===== src/rtl/conv_v2_pkg.sv =====
// Shared types and sizing helpers for the conv_v2 window generator.
package conv_v2_pkg;

  localparam int DEF_DATA_W   = 8;
  localparam int DEF_KERNEL_X = 3;
  localparam int DEF_KERNEL_Y = 3;

  // Window of the default build; parameterised instances declare the same shape locally.
  typedef logic [DEF_KERNEL_Y-1:0][DEF_KERNEL_X-1:0][DEF_DATA_W-1:0] window_t;

  function automatic int f_cnt_w(input int w, input int h);
    int m;
    m = (w > h) ? w : h;
    return (m < 2) ? 1 : $clog2(m);
  endfunction

  function automatic int f_lines(input int ky);
    return ky - 1;
  endfunction

endpackage


===== src/rtl/conv_line_buffer.sv =====
// Line store: pDEPTH columns, each holding the last pLINES pixels seen at that column.
// Reading and writing a column happen in the same access, old contents first.
import conv_v2_pkg::*;

module conv_line_buffer #(
  parameter int pDATA_W = 8,
  parameter int pLINES  = 2,
  parameter int pDEPTH  = 32,
  parameter int pADDR_W = 5
) (
  input  logic                        iclk,
  input  logic                        iwr_en,
  input  logic [pADDR_W-1:0]          iaddr,
  input  logic [pDATA_W-1:0]          idata,
  output logic [pLINES*pDATA_W-1:0]   ordata
);

  logic [pLINES*pDATA_W-1:0] mem [pDEPTH];
  logic [pLINES*pDATA_W-1:0] wr_data;

  assign ordata = mem[iaddr];

  // Line k moves to line k+1; the incoming pixel becomes line 0.
  if (pLINES > 1) begin : g_shift
    assign wr_data = {ordata[(pLINES-1)*pDATA_W-1:0], idata};
  end else begin : g_single
    assign wr_data = idata;
  end

  always_ff @(posedge iclk) begin
    if (iwr_en) mem[iaddr] <= wr_data;
  end

endmodule


===== src/rtl/conv_window_gen.sv =====
// Streaming KY x KX sliding-window generator for raster-order pixels.
// Optional frame-sync checking is enabled with CONV_WINDOW_GEN_FRAME_CHECK_EN.
import conv_v2_pkg::*;

module conv_window_gen #(
  parameter int pDATA_W   = 8,
  parameter int pKERNEL_X = 3,
  parameter int pKERNEL_Y = 3,
  parameter int pIMG_W    = 32,
  parameter int pIMG_H    = 32
) (
  input  logic                                            iclk,
  input  logic                                            irst,
  input  logic [pDATA_W-1:0]                              idata,
  input  logic                                            ivalid,
  input  logic                                            isof,
  output logic [pKERNEL_Y-1:0][pKERNEL_X-1:0][pDATA_W-1:0] owindow,
  output logic                                            owin_valid,
  output logic                                            owin_last,
  output logic                                            oframe_err
);

  localparam int lpCNT_W  = f_cnt_w(pIMG_W, pIMG_H);
  localparam int lpLINES  = f_lines(pKERNEL_Y);
  localparam int lpADDR_W = f_cnt_w(pIMG_W, 1);
  localparam logic [lpCNT_W-1:0] LAST_C = lpCNT_W'(pIMG_W - 1);
  localparam logic [lpCNT_W-1:0] LAST_R = lpCNT_W'(pIMG_H - 1);

  logic [lpCNT_W-1:0] col_cnt, row_cnt;
  logic [lpCNT_W-1:0] pos_c, pos_r;
  logic               win_ok, pos_last;
  logic [pKERNEL_Y-1:0][pDATA_W-1:0] new_col;

  // isof overrides the counters so a new frame can start anywhere.
  assign pos_c    = isof ? '0 : col_cnt;
  assign pos_r    = isof ? '0 : row_cnt;
  assign win_ok   = (int'(pos_r) >= pKERNEL_Y - 1) && (int'(pos_c) >= pKERNEL_X - 1);
  assign pos_last = (pos_r == LAST_R) && (pos_c == LAST_C);

  assign new_col[pKERNEL_Y-1] = idata;

  if (lpLINES > 0) begin : g_lb
    logic [lpLINES*pDATA_W-1:0] lb_rd;

    conv_line_buffer #(
      .pDATA_W (pDATA_W),
      .pLINES  (lpLINES),
      .pDEPTH  (pIMG_W),
      .pADDR_W (lpADDR_W)
    ) u_line_buffer (
      .iclk   (iclk),
      .iwr_en (ivalid),
      .iaddr  (pos_c[lpADDR_W-1:0]),
      .idata  (idata),
      .ordata (lb_rd)
    );

    // Line k is row r-1-k, i.e. window row KY-2-k.
    for (genvar k = 0; k < lpLINES; k++) begin : g_tap
      assign new_col[pKERNEL_Y-2-k] = lb_rd[k*pDATA_W +: pDATA_W];
    end
  end

  always_ff @(posedge iclk or posedge irst) begin
    if (irst) begin
      col_cnt <= '0;
      row_cnt <= '0;
    end else if (ivalid) begin
      if (pos_c == LAST_C) begin
        col_cnt <= '0;
        row_cnt <= (pos_r == LAST_R) ? '0 : pos_r + 1'b1;
      end else begin
        col_cnt <= pos_c + 1'b1;
        row_cnt <= pos_r;
      end
    end
  end

  // The window register doubles as the horizontal shift array.
  always_ff @(posedge iclk or posedge irst) begin
    if (irst) begin
      owindow    <= '0;
      owin_valid <= 1'b0;
      owin_last  <= 1'b0;
    end else begin
      owin_valid <= ivalid && win_ok;
      owin_last  <= ivalid && pos_last;
      if (ivalid) begin
        for (int y = 0; y < pKERNEL_Y; y++) begin
          for (int x = 0; x < pKERNEL_X - 1; x++) begin
            owindow[y][x] <= owindow[y][x+1];
          end
          owindow[y][pKERNEL_X-1] <= new_col[y];
        end
      end
    end
  end

`ifdef CONV_WINDOW_GEN_FRAME_CHECK_EN
  logic frame_done;

  always_ff @(posedge iclk or posedge irst) begin
    if (irst) begin
      frame_done <= 1'b0;
      oframe_err <= 1'b0;
    end else begin
      oframe_err <= 1'b0;
      if (ivalid) begin
        frame_done <= pos_last;
        oframe_err <= (isof && ((col_cnt != '0) || (row_cnt != '0))) ||
                      (!isof && (col_cnt == '0) && (row_cnt == '0) && frame_done);
      end
    end
  end
`else
  assign oframe_err = 1'b0;
`endif

endmodule


===== config.mk =====
export PLATFORM = sky130hd
export DESIGN_NAME = conv_window_gen
export DESIGN_NICKNAME = d
export VERILOG_FILES = /design/src/rtl/conv_v2_pkg.sv /design/src/rtl/conv_line_buffer.sv /design/src/rtl/conv_window_gen.sv
export SDC_FILE = /design/constraint.sdc
export NUM_CORES = 1
export LEC_CHECK = 0
export CAP_MARGIN = 20
export CORE_MARGIN = 2
export CORE_UTILIZATION = 35
export DETAILED_ROUTE_END_ITERATION = 8
export HOLD_SLACK_MARGIN = 0.02
export MAX_ROUTING_LAYER = met4
export PLACE_DENSITY_LB_ADDON = 0.05
export SLEW_MARGIN = 10
export SYNTH_ARGS = -nofsm -noshare
export SYNTH_HDL_FRONTEND = slang
export SYNTH_SLANG_ARGS = --single-unit
export TNS_END_PERCENT = 5

===== constraint.sdc =====
create_clock -name iclk -period 2.8 [get_ports iclk]
set_input_delay 0.7 -clock iclk [delete_from_list [all_inputs] [get_ports iclk]]
set_output_delay 0.7 -clock iclk [all_outputs]
set_load 0.01 [all_outputs]

* Word-level counts from Yosys, hierarchy flattened
Memory sizes are Yosys's and may differ from the RTL's.
Cells that the tools add are included.
** Operators by class
- Equality and inequality tests :: 2
- Bitwise logic cells :: 0
- Multipliers :: 0
- Shift operators :: 0
- Reduce and logical (&&, ||, !) cells :: 4
- Add/subtract/negate cells :: 2
- Divide/modulo/power cells :: 0
- Order comparisons :: 2
- Muxes and demuxes :: 7
** Operators by type and width (number)
- 5-bit 2-to-1 mux :: 5
- 5-bit by 1-bit adder with 5-bit output (second input constant) :: 2
- 5-bit equality test (second input constant) :: 2
- 5-bit by 2-bit >= comparator with 1-bit output (second input constant) :: 2
- 1-bit logical AND :: 4
- 1-bit 2-to-1 mux :: 2
** Storage, ports and cells
- Bits in latches :: 0
- Bits in read-only memories :: 0
- Memories kept :: 1
- Bits in writable memories :: 512
- Register bits :: 84
- Input bits :: 12
- Output and inout bits :: 75
** Memories
- g_lb.u_line_buffer.mem :: depth 32, bits a word 16, rd ports 1, clocked after Yosys merged registers in 0, write ports 1, line conv_line_buffer.sv:18 : logic [pLINES*pDATA_W-1:0] mem [pDEPTH];

* Depth between registers and ports, before layout
Gate-level depths: netlist (run 1).
- Depth in word-level cells :: 4
- Mapped depth :: 13

* Cells and area by module
From an unflattened synthesis (run 1), not the netlist that was laid out.
** Second synthesis, totals
- Cell total of the unflattened synthesis :: 1291
- Area total of the unflattened synthesis :: 23073.4 um^2
** Modules (own cells, without submodules)
- conv_line_buffer :: cells an instance 1070, times used 1, area an instance 19728.9 um^2
- conv_window_gen :: cells an instance 221, times used 1, area an instance 3344.5 um^2

* Worst setup path before layout (run 1)
OpenSTA, ideal clock, no wires.
- Kind :: input -> register
- Start :: input port isof
- End :: memory g_lb.u_line_buffer.mem[0][0] in the netlist's numbering, enable pin
- Setup slack :: -0.335 ns
- Data required time :: 2.412 ns
- Stages on the path :: 10
- Arrival :: 2.746 ns
- Setup time :: 0.388 ns
- Cells stage by stage :: buf_4 nor2b_4 inv_2 buf_6 buf_6 clkbuf_1 buf_2 ha_1 nand2_1 nor2_1
** On the way
- Longest elaborated chain between the ends :: 1
** Ends and longest elaborated chain
- start: declaration :: line conv_window_gen.sv:16 : input logic isof,
- 5-bit 2-to-1 mux :: line conv_window_gen.sv:35 : assign pos_c = isof ? '0 : col_cnt;
- end: declaration :: line conv_line_buffer.sv:18
No other way between the ends.

* Worst setup path after layout (run 1)
- Start :: register col_cnt[0]
- End :: register owindow[41] in the netlist's numbering
** On the way
- Longest elaborated chain between the ends :: 2
** Ends and longest elaborated chain
- start: declaration :: line conv_window_gen.sv:29 : logic [lpCNT_W-1:0] col_cnt, row_cnt;
- start signal: assignment :: line conv_window_gen.sv:73 : col_cnt <= pos_c + 1'b1;
- 5-bit 2-to-1 mux :: line conv_window_gen.sv:35
- memory read 32 x 16 bit
- via g_lb.lb_rd[1] :: line conv_window_gen.sv:43 : logic [lpLINES*pDATA_W-1:0] lb_rd;
- end signal: indexed assignment :: line conv_window_gen.sv:91 : owindow[y][x] <= owindow[y][x+1];
- end signal: indexed assignment :: line conv_window_gen.sv:93 : owindow[y][pKERNEL_X-1] <= new_col[y];
- end: declaration :: line conv_window_gen.sv:17 : output logic [pKERNEL_Y-1:0][pKERNEL_X-1:0][pDATA_W-1:0] owindow,
The timed path passes the listed nets, and every way through them passes these cells.
A chain may end at the register's enable or synchronous reset.

==> results.yml, run 1 <==
clocking:
  root_buffer: "clkbuf_16"
  cts_buffers: 69
  cts_buffer_depth: 3
  cts.sinks: 596
  cts_tree: "done"
  h-tree-depth: 3
  cts_hold_repair.buffers: 0
  insertion_delay_ps: 610
  clkTransAtPathRegs_ps: 60
critical_path:
  r2r-start: "col_cnt[0]"
  critPathKind: "reg2reg"
  crit_path_max_fanout: 17
  slowest_delay_ps: 630
  slowest_stage: "or4b_4"
  cp_common_cell: "buf_4"
  path_cells: "nor3b_4, buf_4, buf_4, a221oi_4, o22ai_1, or4b_4, buf_12, mux2_4"
  endpoint_kind: "flip-flop"
  crit_required_ps: 3280
  worstPathArrival_ps: 3470
  r2r.worst_path.cells: 8
  r2r_slack_ps: -190
  r2r_end: "owindow[41]"
  critPathLaunchType: "flip-flop"
status:
  status: "finished, violations left"
  violations: "setup timing"
pwr:
  finalPower_w: 0.0229
  p_per_area_mw_per_mm2: 763
  vdd_ir_drop_max_v: 0.000418
  p_leak_nw: 10.5
grt:
  grt_max_degree: 87
  antenna_found_initial: 0
  grt_use_total: 0.209
  grt_pass1_vias: 13600
  grt_pass1_wl_mm: 98.9
  overflow: 0
synthesis:
  synthArstFlopShare: 0.141
  yosysWarnings: 0
  yosysSeqAreaShare: 0.753
  synth_top_cell_by_area: "edfxtp_1"
  syn_nets: 1394
  synth_area_per_cell_sq_um: 16.8
  synth-edff-count: 512
  ys.flop_type: "edfxtp_1"
  ys_ff_latch: 596
  syn_area_sq_mm: 0.0232
  synth_cell_type_count: 63
  syn_inst: 1379
  synth.area.top_cells: "edfxtp_1, dfrtp_1, mux2i_1"
  synth.top_cell.area_share: 0.662
detailed_routing:
  drt_iter0_drc: 1204
  avgViaCountPerCell: 5.31
  antenna_left: 0
  drcViolationCount: 0
  drt_pass1_iterations: 5
  vias: 13873
  routedWlPerCell_um: 26.2
  drt_wl_total_mm: 68.6
die:
  ios: 87
  die-height_um: 262
  fp.dieW_um: 262
  initial_utilization: 0.353
  core_sq_mm: 0.0657
  die_area_sq_mm: 0.0684
  std_cell_rows: 94
placement:
  routabilityCongestion: 0.828
  placed_cells: 2473
  dp_slack_ps: -699
  dp_hpwl_mm: 44.5
  port_buffers: 85
finish:
  insertedDiodeCount: 0
  drive_above_1_share: 0.299
  area.growth.synth_to_final_pct: 29.4
  nets: 1715
  fin_cells: 2615
timing:
  rsz0062_at_grt: "true"
  maxSlewHeadroom: 0.286
  whs_ps: 486
  finalCritPeriodShare: 1.07
  final.setup_skew_ps: 25.2
  hold_viol: 0
  setup_violations: 170
  drv_slew: 0
  fin_crit_ps: 2990
  setup_slack_ps: -189
  worst_pin_slew_ps: 1060
  fmaxAchievable_mhz: 335
min_path:
  min_to: "owindow[22]"
  hold_path_depth: 2
  hp-start: "ivalid"
  hold_path_class: "in2reg"
flow_run:
  max_cap_viol_count: 0
-- cells by family (layout without fill, tap and decap cells) --
family          Yosys count  in the layout  synth area share
compound gates          266            266            0.0852
buf+inv                  97            468            0.0219
flops                   596            596             0.753
fa+ha+maj                 3              3           0.00162
mux                     195            195            0.0947
simple gates            221            222            0.0434
other cells               1              1          0.000162
-- where the power goes --
part           total (W)  internal [W]  switching, W  leakage [nW]
clock network    0.00906       0.00552       0.00354          1.11
registers         0.0104        0.0102      0.000219          5.62
logic            0.00344       0.00165       0.00179          3.82
-- layout by cell type, fill, tap and decap left out, types with 5 or more instances in the layout --
| master | netlist | routed |
|---|---|---|
| a21oi_1 | 43 | 40 |
| o21ai_1 | 8 | 8 |
| nand2_1 | 70 | 69 |
| nor2b_1 | 23 | 22 |
| a311oi_1 | 9 | 9 |
| clkinv_2 | 0 | 8 |
| buf_12 | 0 | 53 |
| mux4_2 | 10 | 10 |
| o21ai_0 | 27 | 25 |
| a222oi_1 | 17 | 17 |
| a221oi_1 | 40 | 35 |
| dfrtp_1 | 84 | 83 |
| o221ai_1 | 20 | 20 |
| clkbuf_1 | 43 | 15 |
| nor2_1 | 90 | 72 |
| clkdlybuf4s50_1 | 0 | 83 |
| nand3_1 | 14 | 12 |
| o22ai_1 | 19 | 14 |
| o22ai_2 | 0 | 5 |
| mux2i_1 | 95 | 79 |
| o311ai_0 | 8 | 5 |
| clkbuf_16 | 0 | 76 |
| buf_4 | 11 | 180 |
| a41oi_1 | 5 | 5 |
| buf_6 | 11 | 10 |
| a22o_1 | 9 | 9 |
| mux2_4 | 2 | 5 |
| edfxtp_1 | 512 | 512 |
| nor2_4 | 0 | 9 |
| bufinv_16 | 0 | 8 |
| mux2i_2 | 0 | 13 |
| clkinv_1 | 0 | 12 |
| or4_4 | 2 | 6 |
| nor2_2 | 0 | 9 |
| a211oi_1 | 18 | 16 |
| o211ai_1 | 7 | 7 |
| mux2_2 | 83 | 82 |
-- metal layers --
| metal | up-vias | GRT usage | part of all wire |
|---|---|---|---|
| met1 | 7190 | 0.292 | 0.46 |
| met2 | 428 | 0.319 | 0.46 |
| met3 | 97 | 0.0355 | 0.056 |
| met5 | - | - | 0 |
| li1 | 6158 | - | - |
| met4 | 0 | 0.0507 | 0.021 |
-- flip-flops by register name, indices dropped and copies added, names as in the netlist --
signal,cells
owin_last,1
g_lb.u_line_buffer.mem,512
col_cnt,5
row_cnt,5
owindow,72
owin_valid,1
-- how the worst max path moves through the flow --
stage | from | end | slack, ps | cells after the start
finish | col_cnt[0] | owindow[41] | -190 | 8
floorplan | isof | g_lb.u_line_buffer.mem[11][0] | -170 | 7
global placement | isof | g_lb.u_line_buffer.mem[6][9] | -690 | 8
CTS | col_cnt[0] | g_lb.u_line_buffer.mem[23][11] | -160 | 10
detailed placement | isof | g_lb.u_line_buffer.mem[6][9] | -700 | 8
global route | col_cnt[0] | owindow[44] | -220 | 11
-- timing repair --
action | CTS | global route
setup buffers | 11 | 3
pin swaps | 25 | 10
endpoints found under the setup margin | 302 | 279
hold endpoints to repair | 0 | 0
cloned | 5 | 3
gates resized for setup | 60 | 27
-- stage by stage --
stage	TNS, ps	instance area (sq um)	util
2_1_floorplan	-65110	23300	-
3_3_place_gp	-163760	27100	0.412
3_5_place_dp	-161730	27100	0.412
4_1_cts	-13010	29800	0.454
5_1_grt	-31630	30000	0.457
6_report	-13250	30000	0.457
-- layout make-up --
type / count / area, sq um
inverters: 8 / 35.0
flip-flops and latches: 596 / 17500
clock inverters: 33 / 378
well taps: 864 / 1080
clock buffers: 89 / 1900
fillers: 5720 / 35700
multi-input cells: 687 / 5580
repair buffers: 338 / 3580
-- synth_stat cells (all sizes together) (4+ instances only) --
library cell / number
o21ai: 35
a311oi: 9
a221oi: 40
buf: 46
inv: 8
nor2: 90
mux4: 10
mux2: 90
a211oi: 18
a22o: 9
a22oi: 4
a41oi: 5
o221ai: 20
a21oi: 44
dfrtp: 84
clkbuf: 43
a31oi: 4
nor2b: 24
nand3: 14
a221o: 4
o211ai: 7
mux2i: 95
or4: 5
nand2: 70
o22ai: 19
a222oi: 17
o311ai: 8
edfxtp: 512
-- worst max-delay path, delay by kind of cell, from the launching register on --
family                 cells  cell delay (ps)
AND/OR/NAND/NOR            2              840
buffers and inverters      3              640
flip-flops                 1              580
AO/OA/AOI/OAI              2              520
multiplexers               1              250
Power figures use the tool's default switching activity.
==> run 2: changes to the inputs <==
Settings changed: MAX_ROUTING_LAYER met4 to not set.
==> results.yml, run 2 (synthesized netlist as in run 1, its figures left out) <==
critical_path:
  worstPathArrival_ps: 3460
  r2r-start: "col_cnt[0]"
  r2r_slack_ps: -170
  startpoint: "col_cnt[0]"
  crit_path_max_fanout: 17
  crit_required_ps: 3290
  critPathLaunchType: "flip-flop"
  r2r.worst_path.cells: 8
  r2r_end: "owindow[41]"
  critPathKind: "reg2reg"
  endpoint_kind: "flip-flop"
grt:
  grt_use_total: 0.203
  grt_max_degree: 87
  antenna_found_initial: 0
  grt_pass1_vias: 13631
  overflow: 0
  grt_pass1_wl_mm: 98.9
min_path:
  hold_path_class: "in2reg"
  hold_path_depth: 2
  hp-start: "ivalid"
  min_to: "owindow[22]"
timing:
  finalCritPeriodShare: 1.06
  hold_viol: 0
  maxSlewHeadroom: 0.271
  fmaxAchievable_mhz: 336
  drv_slew: 0
  final.setup_skew_ps: 25.2
  setup_violations: 180
  rsz0062_at_grt: "true"
  setup_slack_ps: -173
  worst_pin_slew_ps: 1080
  fin_crit_ps: 2970
finish:
  n_fill_cell: 5712
  final-seq-area_sq_mm: 0.0175
  design_area_sq_mm: 0.0301
  largest_register_ffs: 512
  area.growth.synth_to_final_pct: 29.6
  multi_input_area_sq_mm: 0.00560
  final_cell_mix: "edfxtp_1, buf_4, dfrtp_1, clkdlybuf4s50_1, mux2_2"
  nets: 1716
  reg.largest.list: "g_lb.u_line_buffer.mem x512, owindow x72"
  final_common_cell: "edfxtp_1"
  regMostFlops: "g_lb.u_line_buffer.mem"
  drive_above_1_share: 0.301
detailed_routing:
  vias: 13840
  drcViolationCount: 0
  drt_pass1_iterations: 5
  drt_wl_total_mm: 68.7
  drt_iter0_drc: 1237
  avgViaCountPerCell: 5.29
  antenna_left: 0
  routedWlPerCell_um: 26.2
die:
  initial_utilization: 0.353
  fp.dieW_um: 262
  die_area_sq_mm: 0.0684
  die-height_um: 262
  std_cell_rows: 94
  core_sq_mm: 0.0657
  ios: 87
placement:
  routabilityCongestion: 0.816
  dp_slack_ps: -699
  dp_hpwl_mm: 44.5
  port_buffers: 85
  post_dp_cell_area_sq_mm: 0.0271
pwr:
  seqPwrFrac: 0.454
  p_int_w: 0.0174
  switchingPower_w: 0.00556
  pwr-share-clk: 0.395
  swShare: 0.242
  p_per_area_mw_per_mm2: 763
  p_leak_nw: 10.6
  vdd_ir_drop_max_v: 0.000419
  combPwrFrac: 0.151
clocking:
  cts_buffer_depth: 3
  cts_tree: "done"
  h-tree-depth: 3
  clkTransAtPathRegs_ps: 60
  insertion_delay_ps: 610
  cts_buffers: 69
  root_buffer: "clkbuf_16"
  cts_hold_repair.buffers: 0
  cts.sinks: 596
status:
  violations: "setup timing"
  status: "finished, violations left"
flow_run:
  max_cap_viol_count: 0
-- run 2: what timing repair did --
action,CTS,global route
endpoints found under the setup margin,302,279
buffers inserted,11,3
cloned,5,4
pin swaps,25,10
resized for setup,60,31
-- run 2: worst max-delay path by stage --
stage | end | slack, ps | cells after the start
3_3_place_gp | g_lb.u_line_buffer.mem[6][9] | -690 | 8
4_1_cts | g_lb.u_line_buffer.mem[23][11] | -160 | 10
2_1_floorplan | g_lb.u_line_buffer.mem[11][0] | -170 | 7
5_1_grt | g_lb.u_line_buffer.mem[23][11] | -210 | 10
3_5_place_dp | g_lb.u_line_buffer.mem[6][9] | -700 | 8
6_report | owindow[41] | -170 | 8
-- run 2: area by class of cell --
type,instances,area share
flip-flops and latches,596,0.581
well taps,864,0.0359
repair buffers,339,0.120
diodes,1,0.0000832
multi-input cells,687,0.186
clock buffers,89,0.0630
clock inverters,33,0.0126
inverters,8,0.00116
-- run 2: critical path, stage by stage (launching register included) --
cell and delay, ps:
dfrtp_4 580, nor3b_4 210, buf_4 240, buf_4 200, a221oi_4 360, o22ai_1 150, or4b_4 630, buf_12 200
mux2_4 250
-- run 2: power by group through the flow --
| stage | clock network [W] | logic [W] | registers [W] |
|---|---|---|---|
| floorplan | 0 | 0.00131 | 0.0107 |
| global placement | 0 | 0.00311 | 0.0106 |
| detailed placement | 0 | 0.00313 | 0.0106 |
| CTS | 0.00927 | 0.00337 | 0.0104 |
| global route | 0.00963 | 0.00370 | 0.0105 |
| finish | 0.00906 | 0.00346 | 0.0104 |
-- run 2: stage by stage --
step / hold WS, ps / instances / util / setup TNS [ps] / total power (W)
4_1_cts: 446 / 2609 / 0.454 / -13010 / 0.0231
6_report: 484 / 2617 / 0.458 / -14880 / 0.0230
3_3_place_gp: 489 / 2473 / 0.412 / -163760 / 0.0137
3_5_place_dp: 495 / 2473 / 0.412 / -161730 / 0.0138
5_1_grt: 462 / 2616 / 0.458 / -30920 / 0.0238
2_1_floorplan: 477 / 1379 / - / -65110 / 0.0120
-- run 2: per-layer routing --
metal | global-route usage | wire length (um)
met3 | 0.0355 | 4040
met1 | 0.293 | 31700
met5 | 0 | 0
met2 | 0.318 | 31500
met4 | 0.0507 | 1420
==> run 3: changes to the inputs <==
Settings changed: CELL_PAD_IN_SITES_DETAIL_PLACEMENT set to 0, CELL_PAD_IN_SITES_GLOBAL_PLACEMENT set to 1.
==> results.yml, run 3 (synthesized netlist as in run 1, its figures left out) <==
status:
  status: "finished, violations left"
  violations: "setup timing"
detailed_routing:
  drt_wl_total_mm: 69.8
  routedWlPerCell_um: 26.5
  avgViaCountPerCell: 5.27
  drt_iter0_drc: 1106
  drt_pass1_iterations: 5
  antenna_left: 0
  vias: 13902
  drcViolationCount: 0
finish:
  largest_register_ffs: 512
  n_fill_cell: 5775
  final_cell_mix: "edfxtp_1, buf_4, mux2i_1"
  insertedDiodeCount: 0
  regMostFlops: "g_lb.u_line_buffer.mem"
  final_common_cell: "edfxtp_1"
  area.growth.synth_to_final_pct: 29.3
  reg.largest.list: "g_lb.u_line_buffer.mem x512, owindow x72"
  final-seq-area_sq_mm: 0.0175
  drive_above_1_share: 0.314
  nets: 1736
  design_area_sq_mm: 0.0300
  multi_input_area_sq_mm: 0.00564
grt:
  grt_pass1_wl_mm: 99.8
  overflow: 0
  grt_max_degree: 61
  grt_use_total: 0.204
  grt_pass1_vias: 13892
  antenna_found_initial: 1
critical_path:
  crit_buf_inv: 2
  critPathLaunchType: "flip-flop"
  slowest_stage: "or4_4"
  path_cells: "buf_12, mux2_4, a222oi_1, o21ai_1, or4_4, buf_4"
  endpoint_kind: "flip-flop"
  crit_required_ps: 3140
  slowest_delay_ps: 640
  worstPathArrival_ps: 3250
  crit_path_max_fanout: 12
  crit_family: "compound AO/OA/AOI/OAI gates"
  critPathKind: "reg2reg"
die:
  die-height_um: 262
  fp.dieW_um: 262
  ios: 87
  die_area_sq_mm: 0.0684
  initial_utilization: 0.353
  std_cell_rows: 94
  core_sq_mm: 0.0657
timing:
  fin_setup_tns_ps: -6560
  drv_slew: 0
  final.setup_skew_ps: 25.8
  worst_pin_slew_ps: 599
  setup_slack_ps: -103
  rsz0062_at_grt: "true"
  maxSlewHeadroom: 0.598
  fmaxAchievable_mhz: 344
  fin_crit_ps: 2900
  whs_ps: 457
  hold_viol: 0
  setup_violations: 124
  finalCritPeriodShare: 1.04
placement:
  dp_hpwl_mm: 45.5
  port_buffers: 85
  routabilityCongestion: 0.799
  post_dp_cell_area_sq_mm: 0.0272
clocking:
  cts_hold_repair.buffers: 0
  cts_buffers: 69
  h-tree-depth: 3
  cts_buffer_depth: 3
  root_buffer: "clkbuf_16"
  insertion_delay_ps: 600
  cts_tree: "done"
  clkTransAtPathRegs_ps: 60
  cts.sinks: 596
pwr:
  p_leak_nw: 10.6
  p_per_area_mw_per_mm2: 748
  vdd_ir_drop_max_v: 0.000411
flow_run:
  max_cap_viol_count: 0
min_path:
  hold_path_class: "in2async"
==> run 3: cell count changes in the layout (fill, tap and decap cells not counted), moves of 4 or more <==
cell	change
buf_12	-5
buf_4	+34
bufinv_16	-6
clkbuf_1	+5
clkbuf_16	-4
clkbuf_8	+5
clkinv_1	-6
mux2i_1	+9
mux2i_2	-5
mux2i_4	-4
==> run 3: through the flow <==
stage	total power (W)	util	std cells	setup WS (ps)
final	0.0224	0.456	2637	-103
after global routing	0.0233	0.456	2637	-133
after CTS	0.0226	0.452	2627	-109
after detailed placement	0.0138	0.414	2493	-800
after global placement	0.0138	0.414	2493	-797
after floorplan	0.0120	-	1379	-172
==> run 3: routing by layer <==
metal | GRT usage | wire length, um | up-vias
met5 | 0 | 0 | -
met4 | 0.0505 | 1180 | 0
met3 | 0.0282 | 3240 | 77
met2 | 0.328 | 32800 | 363
met1 | 0.294 | 32600 | 7260
li1 | - | - | 6202
==> run 3: cell type report <==
cell class                      instances  area share
Clock buffer                           98      0.0653
Timing Repair Buffer                  359       0.120
Multi-Input combinational cell        687       0.188
Sequential cell                       596       0.583
Tap cell                              864      0.0360
Clock inverter                         25     0.00671
Inverter                                8     0.00117
==> run 3: repair_timing <==
item / 4_1_cts / 5_1_grt
gates cloned: 2 / 2
setup endpoints to repair: 251 / 182
gates resized for setup: 46 / 39
pin swaps: 15 / 19
setup buffers: 9 / 8
==> run 3: power breakdown <==
group          internal [W]  switching, W  leakage, nW
Clock               0.00507       0.00353         1.05
Combinational       0.00164       0.00177         3.90
Sequential           0.0102      0.000233         5.62
Total                0.0169       0.00553         10.6
==> run 3: worst paths after layout <==
check | slack [ps] | depth (start not counted) | end | from
worst max-delay path | -100 | 6 | g_lb.u_line_buffer.mem[17][10] | col_cnt[0]
worst min-delay path | 460 | 2 | owindow[29] | irst
worst max register to register | -100 | 6 | g_lb.u_line_buffer.mem[17][10] | col_cnt[0]
worst min register to register | 500 | 1 | owindow[48] | owindow[48]
max in group asynchronous | 1800 | 3 | owindow[54] | irst
min in group iclk | 500 | 1 | owindow[48] | owindow[48]
